### src/rtl/serial_bit_feeder_pkg.sv
// Shared types and defaults for the serial bit feeder: FSM state encoding,
// default word width and counter widths.
package serial_bit_feeder_pkg;

  localparam int DEFAULT_WIDTH = 8;
  localparam int GAP_CNT_W     = 8;

  typedef enum logic [1:0] {
    ST_IDLE  = 2'd0,
    ST_SHIFT = 2'd1,
    ST_GAP   = 2'd2
  } state_e;

endpackage

### src/rtl/serial_bit_feeder_piso_shreg.sv
// Parallel-load shift register. On load it exposes the first bit of the incoming
// word and keeps the remaining bits; each shift exposes the following bit.
module serial_bit_feeder_piso_shreg
  import serial_bit_feeder_pkg::*;
#(
  parameter int WIDTH     = DEFAULT_WIDTH,
  parameter bit MSB_FIRST = 1'b0
)(
  input  logic             clk,
  input  logic             rst,
  input  logic             i_load,
  input  logic             i_shift_en,
  input  logic [WIDTH-1:0] i_data,
  output logic             o_load_bit,
  output logic             o_next_bit
);

  logic [WIDTH-1:0] r_shreg;
  logic [WIDTH-1:0] w_load_rest;
  logic [WIDTH-1:0] w_shifted;

  generate
    if (MSB_FIRST) begin : g_msb
      assign o_load_bit  = i_data[WIDTH-1];
      assign w_load_rest = {i_data[WIDTH-2:0], 1'b0};
      assign w_shifted   = {r_shreg[WIDTH-2:0], 1'b0};
      assign o_next_bit  = r_shreg[WIDTH-1];
    end else begin : g_lsb
      assign o_load_bit  = i_data[0];
      assign w_load_rest = {1'b0, i_data[WIDTH-1:1]};
      assign w_shifted   = {1'b0, r_shreg[WIDTH-1:1]};
      assign o_next_bit  = r_shreg[0];
    end
  endgenerate

  // NOTE: the word register is reset too; a reset mid-word must not leave stale
  // bits that could leak onto w if the shift enable were ever mis-sequenced.
  always_ff @(posedge clk or posedge rst) begin
    if (rst) begin
      r_shreg <= '0;
    end else if (i_load) begin
      r_shreg <= w_load_rest;
    end else if (i_shift_en) begin
      r_shreg <= w_shifted;
    end
  end

endmodule

### src/rtl/serial_bit_feeder.sv
// Parallel-to-serial front end: accepts WIDTH-bit words over valid/ready and
// drives them one bit per cycle onto w, with optional idle gaps between words.
module serial_bit_feeder
  import serial_bit_feeder_pkg::*;
#(
  parameter int          WIDTH      = DEFAULT_WIDTH,
  parameter bit          MSB_FIRST  = 1'b0,
  parameter logic        IDLE_LEVEL = 1'b0,
  parameter int unsigned GAP_CYCLES = 0
)(
  input  logic             clk,
  input  logic             rst,
  input  logic [WIDTH-1:0] in_data,
  input  logic             in_valid,
  output logic             in_ready,
  output logic             w,
  output logic             w_valid,
  output logic             busy,
  output logic             frame_done
);

  localparam int                   BIT_CNT_W = $clog2(WIDTH);
  localparam logic [BIT_CNT_W-1:0] LAST_BIT  = BIT_CNT_W'(WIDTH - 1);
  localparam bit                   HAS_GAP   = (GAP_CYCLES != 0);
  localparam logic [GAP_CNT_W-1:0] LAST_GAP  = GAP_CNT_W'(GAP_CYCLES - 1);

  state_e                 r_state;
  state_e                 w_state_nxt;
  logic [BIT_CNT_W-1:0]   r_bit_cnt;
  logic [BIT_CNT_W-1:0]   w_bit_cnt_nxt;
  logic [GAP_CNT_W-1:0]   r_gap_cnt;
  logic [GAP_CNT_W-1:0]   w_gap_cnt_nxt;
  logic                   r_w;
  logic                   r_w_valid;
  logic                   r_busy;
  logic                   r_frame_done;

  logic w_ready;
  logic w_accept;
  logic w_last_bit;
  logic w_last_gap;
  logic w_shift_en;
  logic w_load_bit;
  logic w_next_bit;
  logic w_bit_nxt;

  assign w_last_bit = (r_bit_cnt == LAST_BIT);
  // Without a configured gap the GAP state is unreachable; treat it as already
  // finished so a corrupted state cannot linger there.
  assign w_last_gap = !HAS_GAP || (r_gap_cnt == LAST_GAP);

  // NOTE: every signal written in a combinational block gets a default first,
  // so no path through the case can infer a latch.
  always_comb begin
    w_ready = 1'b0;
    case (r_state)
      ST_IDLE:  w_ready = 1'b1;
      ST_SHIFT: w_ready = w_last_bit && !HAS_GAP;
      ST_GAP:   w_ready = w_last_gap;
      default:  w_ready = 1'b0;
    endcase
  end

  assign in_ready = w_ready && !rst;
  assign w_accept = in_valid && in_ready;

  always_comb begin
    w_state_nxt   = ST_IDLE;
    w_bit_cnt_nxt = '0;
    w_gap_cnt_nxt = '0;
    case (r_state)
      ST_IDLE: begin
        if (w_accept) w_state_nxt = ST_SHIFT;
      end
      ST_SHIFT: begin
        if (!w_last_bit) begin
          w_state_nxt   = ST_SHIFT;
          w_bit_cnt_nxt = r_bit_cnt + BIT_CNT_W'(1);
        end else if (w_accept) begin
          w_state_nxt = ST_SHIFT;
        end else if (HAS_GAP) begin
          w_state_nxt = ST_GAP;
        end
      end
      ST_GAP: begin
        if (!w_last_gap) begin
          w_state_nxt   = ST_GAP;
          w_gap_cnt_nxt = r_gap_cnt + GAP_CNT_W'(1);
        end else if (w_accept) begin
          w_state_nxt = ST_SHIFT;
        end
      end
      default: w_state_nxt = ST_IDLE;
    endcase
  end

  assign w_shift_en = (r_state == ST_SHIFT) && !w_last_bit;

  always_comb begin
    w_bit_nxt = IDLE_LEVEL;
    if (w_accept)        w_bit_nxt = w_load_bit;
    else if (w_shift_en) w_bit_nxt = w_next_bit;
  end

  serial_bit_feeder_piso_shreg #(
    .WIDTH     (WIDTH),
    .MSB_FIRST (MSB_FIRST)
  ) u_piso_shreg (
    .clk        (clk),
    .rst        (rst),
    .i_load     (w_accept),
    .i_shift_en (w_shift_en),
    .i_data     (in_data),
    .o_load_bit (w_load_bit),
    .o_next_bit (w_next_bit)
  );

  // NOTE: sequential state uses non-blocking assignments so every register
  // samples the pre-edge values regardless of statement order.
  always_ff @(posedge clk or posedge rst) begin
    if (rst) r_state <= ST_IDLE;
    else     r_state <= w_state_nxt;
  end

  always_ff @(posedge clk or posedge rst) begin
    if (rst) begin
      r_bit_cnt    <= '0;
      r_gap_cnt    <= '0;
      r_w          <= IDLE_LEVEL;
      r_w_valid    <= 1'b0;
      r_busy       <= 1'b0;
      r_frame_done <= 1'b0;
    end else begin
      r_bit_cnt    <= w_bit_cnt_nxt;
      r_gap_cnt    <= w_gap_cnt_nxt;
      r_w          <= w_bit_nxt;
      r_w_valid    <= (w_state_nxt == ST_SHIFT);
      r_busy       <= (w_state_nxt != ST_IDLE);
      r_frame_done <= (w_state_nxt == ST_SHIFT) && (w_bit_cnt_nxt == LAST_BIT);
    end
  end

  assign w          = r_w;
  assign w_valid    = r_w_valid;
  assign busy       = r_busy;
  assign frame_done = r_frame_done;

endmodule

### config.mk
export PLATFORM = sky130hd
export DESIGN_NAME = serial_bit_feeder
export DESIGN_NICKNAME = d
export VERILOG_FILES = /design/src/rtl/serial_bit_feeder_pkg.sv /design/src/rtl/serial_bit_feeder_piso_shreg.sv /design/src/rtl/serial_bit_feeder.sv
export SDC_FILE = /design/constraint.sdc
export NUM_CORES = 1
export LEC_CHECK = 0
export ABC_AREA = 1
export BUFFER_PORTS_ARGS = -buffer_cell sky130_fd_sc_hd__buf_4
export CAP_MARGIN = 25
export CORE_MARGIN = 2
export CORE_UTILIZATION = 40
export DETAILED_ROUTE_END_ITERATION = 6
export PLACE_DENSITY = 0.72
export SLEW_MARGIN = 20
export SYNTH_ARGS = -nofsm -noshare
export SYNTH_HDL_FRONTEND = slang
export SYNTH_SLANG_ARGS = --single-unit
### constraint.sdc
create_clock -name clk -period 4.1 [get_ports clk]
set_clock_uncertainty 0.2 [all_clocks]
set_input_delay 0.205 -clock clk [delete_from_list [all_inputs] [get_ports clk]]
set_output_delay 0.205 -clock clk [all_outputs]
set_load 0.02 [all_outputs]
# Word level (Yosys, flattened, before mapping)
# Index checks and enable logic that the tools add are counted.
[totals] register_bits=17 input_bits=11 output_inout_bits=5 word_cells=33
[classes] addsub=1 eq_ne=5 n_mux=10 reduce_logical=10
[ops] operator="8-bit 2-to-1 mux" n=2
[ops] operator="3-bit equality test, second input constant" n=2
[ops] operator="3-bit 2-to-1 mux" n=2
[ops] operator="2-bit by 1-bit equality test with 1-bit output, second input constant" n=2
[ops] operator="1-bit logical AND" n=4
[ops] operator="1-bit 2-to-1 mux" n=4
[ops] operator="1-bit one-hot mux with 2 select lines" n=2
[ops] operator="2-bit nonzero test" n=2
[ops] operator="3-bit by 1-bit adder with 3-bit output, second input constant" n=1
[ops] operator="2-bit equality test, second input constant" n=1
[ops] operator="1-bit zero test" n=2
[ops] operator="2-bit zero test" n=1
[ops] operator="2-bit OR reduction" n=1

# Depth between registers and ports, before layout
# Gate-level depths: netlist of the first run.
[depth] word_depth=10 depth_mapped=7 mapped_depth_nobuf=7

# Hierarchy
# Synthesis of the first run repeated with hierarchy kept, for this count alone.
[unflattened] cells_unflattened=66 hier_area_um2=596.8
[modules_own_cells] module="serial_bit_feeder_piso_shreg" instances=1 cells_each=39 area_per_inst_um2=329.1 seq_area_each_um2=175.2
[modules_own_cells] module="serial_bit_feeder" instances=1 cells_each=27 area_per_inst_um2=267.8 seq_area_each_um2=150.1

# Worst setup path before layout of the first run
# Ideal clock, no wire load.
[synth_timing] path_kind="register to register" start="reg r_bit_cnt[0]" end="reg u_piso_shreg.r_shreg[0]" t_arrival_ns=1.231 t_required_ns=3.770 path_slack_ns=2.538 path_stages_with_launch=8 path_buffers=1 cell_sequence="dfrtp_1 -> ha_1 -> ha_1 -> inv_1 -> nand2_4 -> buf_6 -> o211ai_1 -> nand3_1"
[synth_via] elab_chain_cells=5 elab_cells_between_ends=8 cone_classes="eq/ne (1); mux (2); reduce/logical (5)"
[synth_rtl] item="from (decl)" line="serial_bit_feeder.sv:29" rtl="logic [BIT_CNT_W-1:0] r_bit_cnt;"
[synth_rtl] item="from (signal assigned)" line="serial_bit_feeder.sv:134" rtl="r_bit_cnt <= w_bit_cnt_nxt;"
[synth_rtl] item="3-bit equality test *" line="serial_bit_feeder.sv:47" rtl="assign w_last_bit = (r_bit_cnt == LAST_BIT);"
[synth_rtl] item="1-bit one-hot mux with 2 select lines" line="serial_bit_feeder.sv:56" rtl="case (r_state)"
[synth_rtl] item="1-bit logical AND" line="serial_bit_feeder.sv:64" rtl="assign in_ready = w_ready && !rst;"
[synth_rtl] item="1-bit logical AND" line="serial_bit_feeder.sv:65" rtl="assign w_accept = in_valid && in_ready;"
[synth_rtl] item="8-bit 2-to-1 mux or 2-bit nonzero test (tied branches)"
[synth_rtl] item="to (signal assigned)" line="serial_bit_feeder_piso_shreg.sv:42" rtl="r_shreg <= w_load_rest;"
[synth_rtl] item="to (signal assigned)" line="serial_bit_feeder_piso_shreg.sv:44" rtl="r_shreg <= w_shifted;"
[synth_rtl] item="to (decl)" line="serial_bit_feeder_piso_shreg.sv:18" rtl="logic [WIDTH-1:0] r_shreg;"
# Mark *: on every way between the ends. The rest lies on a longest branch, timed or not.
# A chain may end at the register's enable or synchronous reset.

# Worst setup path after layout of the first run
[layout_timing] start="reg r_bit_cnt[0]" end="out in_ready"
[layout_via] elab_chain_cells=3
[layout_rtl] item="3-bit equality test" line="serial_bit_feeder.sv:47"
[layout_rtl] item="1-bit one-hot mux with 2 select lines" line="serial_bit_feeder.sv:56"
[layout_rtl] item="1-bit logical AND" line="serial_bit_feeder.sv:64"
[layout_rtl] item="to (decl)" line="serial_bit_feeder.sv:15" rtl="output logic in_ready,"
# Every way passes these cells.

==> run_results.csv, run 1 <==
group,metric,value,unit
placed_design,dpl_cell_area,723.2,um2
synthesis,synth_area,619.3,um2
global_route,grt_overflow,0,
synthesis,syn_inst,65,
detailed_routing,drt_pre_antenna_iters,4,
clocking,clk_latency,0.27,ns
timing,fin_crit,1.949,ns
critical_path,rrSetupSlack,2.50,ns
synthesis,yosysTopAreaCellShare,0.5253,
power,p_leak,0.4056,nW
placed_design,gp_congestion,0.7755,
floorplan,die_h,43.35,um
detailed_routing,via_per_inst,5.424,
timing,fin_setup_tns,0,ns
timing,hold_viol_final,0,
timing,max_freq,513.0,MHz
clocking,cts_tree,"built",
placed_design,post-place-ws,2.431,ns
timing,max_slew_margin,0.7605,
synthesis,yosysWarnings,0,
floorplan,die_width,43.35,um
critical_path,path_max_fanout,8,
critical_path,reg2reg_depth,7,
layout,area_delta_synth_final,25.86,%
detailed_routing,wl_per_cell,12.59,um
detailed_routing,via_count,537,
floorplan,row_count,14,
timing,drv_slew,0,
detailed_routing,drt_wl_total,1246,um
timing,post-route-period-util,0.4755,
critical_path,rr_endpoint,"u_piso_shreg.r_shreg[6]",
synthesis,yosys.area.top_type,"dfrtp_1",
layout,antenna_cells,0,
timing,setup_ws,2.151,ns
synthesis,ys_ff_latch,13,
global_route,grt_max_degree,21,
min_path,hold_path_class,"in2reg",
run,drv_cap,0,
layout,nNetsFinal,97,
clocking,cts-buffers-inserted,3,
global_route,grt_usage,0.1553,
timing,rsz0062_at_grt,"no",
layout,final_util,0.5298,
clocking,cts_htree_levels,1,
placed_design,dp_hpwl,846.7,um
critical_path,crit_type,"reg2out",
synthesis,synth_fp_nets,78,
run_status,outcome,"completed",
global_route,grt_pass1_wl,2104,um
clocking,post_cts_resized,0,
critical_path,worstPathRequired,3.69,ns
synthesis,ys_top_cells_by_area,"dfrtp_1, nand3_1, nand2_1, o211ai_1, nand4_1",
layout,final_cell_area,779.5,um2
global_route,grt_pass1_vias,492,
floorplan,die_area,1879,um2
min_path,min_path_cells,3,
power,ir_worst_vdd,0.2522,mV
layout,drive_above_1_share,0.2771,
critical_path,critPathCaptureType,"primary output",
placed_design,io_buffer_count,15,
critical_path,cp_data_arrival_time,1.54,ns
clocking,root_buffer,"clkbuf_4",
power,p_per_area,637.3,nW/um2
timing,setup_violations,0,
clocking,ctsHoldBuffers,3,
clocking,clockBufferDepth,2,
detailed_routing,drc_errors,0,
critical_path,critPathLaunchType,"flop",
detailed_routing,drt_iter0_markers,7,
synthesis,ys_seq_area_frac,0.5253,
detailed_routing,ant_nets,0,
synthesis,avgSynthCellArea,9.528,um2
clocking,clkSinkCount,13,
timing,worstMarginPinSlew,0.3588,ns
min_path,whs_endpoint,"u_piso_shreg.r_shreg[5]",
floorplan,core-area,1471,um2
floorplan,initial_core_util,0.4209,
synthesis,synth_cell_types,16,
min_path,hp-start,"in_data[6]",
clocking,post_cts_buffers,0,
clocking,clk_pin_slew,0.08,ns
global_route,antenna_found_initial,0,
floorplan,ioPinCount,16,
critical_path,r2r_start,"r_bit_cnt[0]",
## layout make-up
| type | instances | area, um2 |
|---|---|---|
| Tap cell | 16 | 20.02 |
| Sequential cell | 13 | 325.3 |
| Timing Repair Buffer | 18 | 142.6 |
| Inverter | 7 | 26.28 |
| Multi-Input combinational cell | 41 | 239.0 |
| Fill cell | 151 | 691.9 |
| Clock buffer | 4 | 26.28 |
## state kept, by name (all words and copies together) (netlist names)
signal,count
u_piso_shreg.r_shreg,7
r_bit_cnt,3
w,1
busy,1
frame_done,1
## cell usage after synthesis, drive strengths merged
cell	number
inv	7
o21ai	1
nand2	13
ha	2
dfrtp	13
buf	4
nor2	4
nand4	6
nand3	9
o211ai	6
## layer usage
metal	part of all wire	track usage
met4	0.028	0.09091
met2	0.49	0.2388
met5	0	0
met1	0.44	0.1995
met3	0.045	0.03750
## layout by cell type, fill, tap and decap left out, types with 2 or more instances in the layout
master         synthesis  layout
nand2_1               12      12
nor2_1                 2       2
clkbuf_4               0       3
o211ai_1               6       6
ha_1                   2       2
inv_2                  2       2
nand3_1                9       9
nand4_1                6       6
inv_1                  5       5
dfrtp_1               13      13
buf_4                  1      15
dlygate4sd3_1          0       3
## worst max path at each step
stage / startpoint / endpoint / slack [ns] / cells after the start
final: r_bit_cnt[0] / in_ready / 2.15 / 5
after detailed placement: r_bit_cnt[0] / in_ready / 2.43 / 5
after global placement: r_bit_cnt[0] / in_ready / 2.47 / 5
after floorplan: r_bit_cnt[0] / u_piso_shreg.r_shreg[0] / 2.54 / 7
after global routing: r_bit_cnt[0] / in_ready / 2.09 / 5
after CTS: r_bit_cnt[0] / in_ready / 2.13 / 5
## power breakdown
part           internal, mW  total, mW  switching [mW]
combinational        0.0813      0.207           0.126
sequential            0.179      0.212          0.0322
clock                0.0376     0.0778          0.0402
total                 0.298      0.497           0.198
## critical path, cell delays in order (launching register included)
cell     delay [ns]
dfrtp_1        0.40
ha_1           0.22
ha_1           0.22
nor2_4         0.20
nor2_1         0.08
buf_4          0.16
## cell families (layout without fill, tap and decap cells)
kind of cell	count (synthesis)	count (layout)	synth area share
AND/OR/NAND/NOR	32	32	0.2647
adder cells (fa/ha/maj)	2	2	0.04040
AO/OA/AOI/OAI	7	7	0.08080
buffers and inverters	11	29	0.08890
flip-flops	13	13	0.5252
## through the flow
step	power [mW]	hold slack, ns	cells
3_5_place_dp	0.4218	0.05040	92
4_1_cts	0.5032	0.003111	99
6_report	0.4967	0.004759	99
5_1_grt	0.5356	0.01295	99
2_1_floorplan	0.3694	0.003458	65
3_3_place_gp	0.4123	0.05150	92
Note: power is estimated with default switching activity, not from simulation.
==> inputs of run 2 (changes only) <==
- clock period: 4.1 -> 1.9 ns (I/O delays scaled with it)
==> run_results.csv, run 2 (same netlist as run 1, synthesis figures left out) <==
group,metric,value,unit
run_status,outcome,"completed",
timing,fin_crit,1.749,ns
clocking,root_buffer,"clkbuf_4",
timing,max_freq,571.7,MHz
detailed_routing,ant_nets,0,
detailed_routing,drt_pre_antenna_iters,4,
placed_design,post-place-ws,0.3037,ns
timing,max_slew_margin,0.7557,
detailed_routing,via_per_inst,5.252,
layout,nNetsFinal,105,
power,p_int,0.6683,mW
layout,final_cell_area,857.1,um2
run,drv_cap,0,
global_route,antenna_found_initial,0,
min_path,hold_path_class,"in2async",
timing,holdWs,0.1912,ns
timing,worstMarginPinSlew,0.3659,ns
placed_design,dp_hpwl,874.2,um
floorplan,row_count,14,
critical_path,reg2reg_depth,7,
layout,regMostFlops,"u_piso_shreg.r_shreg",
placed_design,dpl_cell_area,723.2,um2
timing,setup_ws,0.1508,ns
placed_design,io_buffer_count,15,
timing,fin_setup_tns,0,ns
critical_path,r2r_start,"r_bit_cnt[0]",
clocking,cts_htree_levels,1,
critical_path,critPathLaunchType,"flop",
critical_path,rrSetupSlack,0.30,ns
global_route,grt_max_degree,21,
floorplan,core-area,1471,um2
clocking,clk_latency,0.27,ns
power,p_per_area,1288,nW/um2
layout,final_common_cell,"buf_4",
layout,antenna_cells,0,
clocking,post_cts_resized,0,
critical_path,cp_data_arrival_time,1.45,ns
floorplan,initial_core_util,0.4209,
detailed_routing,via_count,562,
layout,largest_reg_flops,7,
power,p_leak,0.4390,nW
floorplan,die_h,43.35,um
critical_path,path_max_fanout,4,
placed_design,dp.cells,92,
critical_path,worstPathRequired,1.60,ns
global_route,grt_usage,0.1613,
detailed_routing,wl_per_cell,12.18,um
layout,stdcell_count,107,
critical_path,rr_endpoint,"u_piso_shreg.r_shreg[6]",
power,p_comb_frac,0.429,
global_route,grt_pass1_wl,2228,um
critical_path,crit_type,"reg2out",
detailed_routing,drt_wl_total,1303,um
detailed_routing,drc_errors,0,
timing,hold_viol_final,0,
layout,drive_above_1_share,0.2637,
layout,reg.largest.list,"u_piso_shreg.r_shreg (7), r_bit_cnt (3)",
power,seq_power_share,0.415,
global_route,grt_pass1_vias,561,
power,switchingPower,0.4359,mW
clocking,cts-buffers-inserted,3,
clocking,clk_pin_slew,0.08,ns
clocking,clkSinkCount,13,
timing,setup_violations,0,
power,clkPwrFrac,0.156,
layout,final_cell_mix,"buf_4, dfrtp_1, nand2_1",
layout,final_util,0.5825,
global_route,grt_overflow,0,
floorplan,ioPinCount,16,
timing,rsz0062_at_grt,"no",
power,total_power,1.104,mW
clocking,clockBufferDepth,2,
layout,area_delta_synth_final,38.38,%
clocking,cts_tree,"built",
placed_design,gp_congestion,0.7367,
timing,post-route-period-util,0.9206,
detailed_routing,drt_iter0_markers,6,
timing,drv_slew,0,
power,ir_worst_vdd,0.7790,mV
power,netSwitchingFraction,0.3948,
floorplan,die_width,43.35,um
critical_path,critPathCaptureType,"primary output",
floorplan,die_area,1879,um2
[run 2: critical path: stages (launching register included)]
cell,delay [ns]
dfrtp_1,0.40
ha_1,0.20
ha_1,0.22
nor2_4,0.13
nor2_1,0.07
buf_4,0.16
[run 2: power by group through the flow]
stage          clock [mW]  combinational, mW  sequential, mW
2_1_floorplan           0              0.319           0.478
3_3_place_gp            0              0.430           0.460
3_5_place_dp            0              0.443           0.464
4_1_cts             0.176              0.460           0.458
5_1_grt             0.188              0.538           0.471
6_report            0.172              0.474           0.458
[run 2: cell type report]
type / instances / area (um2)
multi-input cells: 41 / 239.0
well taps: 16 / 20.02
clock buffers: 4 / 26.28
repair buffers: 26 / 220.2
flip-flops and latches: 13 / 325.3
fillers: 137 / 614.3
inverters: 7 / 26.28
[run 2: how the worst max path moves through the flow]
stage                       startpoint                 endpoint  slack, ns  depth (start not counted)
final                     r_bit_cnt[0]                 in_ready       0.15                          5
after global routing      r_bit_cnt[0]                 in_ready       0.07                          5
after CTS                 r_bit_cnt[0]                 in_ready       0.03                          5
after detailed placement  r_bit_cnt[0]  u_piso_shreg.r_shreg[4]       0.30                          6
after global placement    r_bit_cnt[0]  u_piso_shreg.r_shreg[6]       0.35                          7
after floorplan           r_bit_cnt[0]  u_piso_shreg.r_shreg[0]       0.34                          7
[run 2: layer usage]
| layer | global-route usage | part of all wire | wire length, um |
|---|---|---|---|
| met1 | 0.1774 | 0.40 | 519 |
| met2 | 0.2925 | 0.54 | 699 |
| met3 | 0.03750 | 0.045 | 58 |
| met4 | 0.07273 | 0.020 | 26 |
| met5 | 0 | 0 | 0 |
[run 2: what timing repair did]
item	CTS	global route
hold buffers	10	0
endpoints found under the setup margin	0	1
setup buffers	0	1
endpoints found under the hold margin	22	0
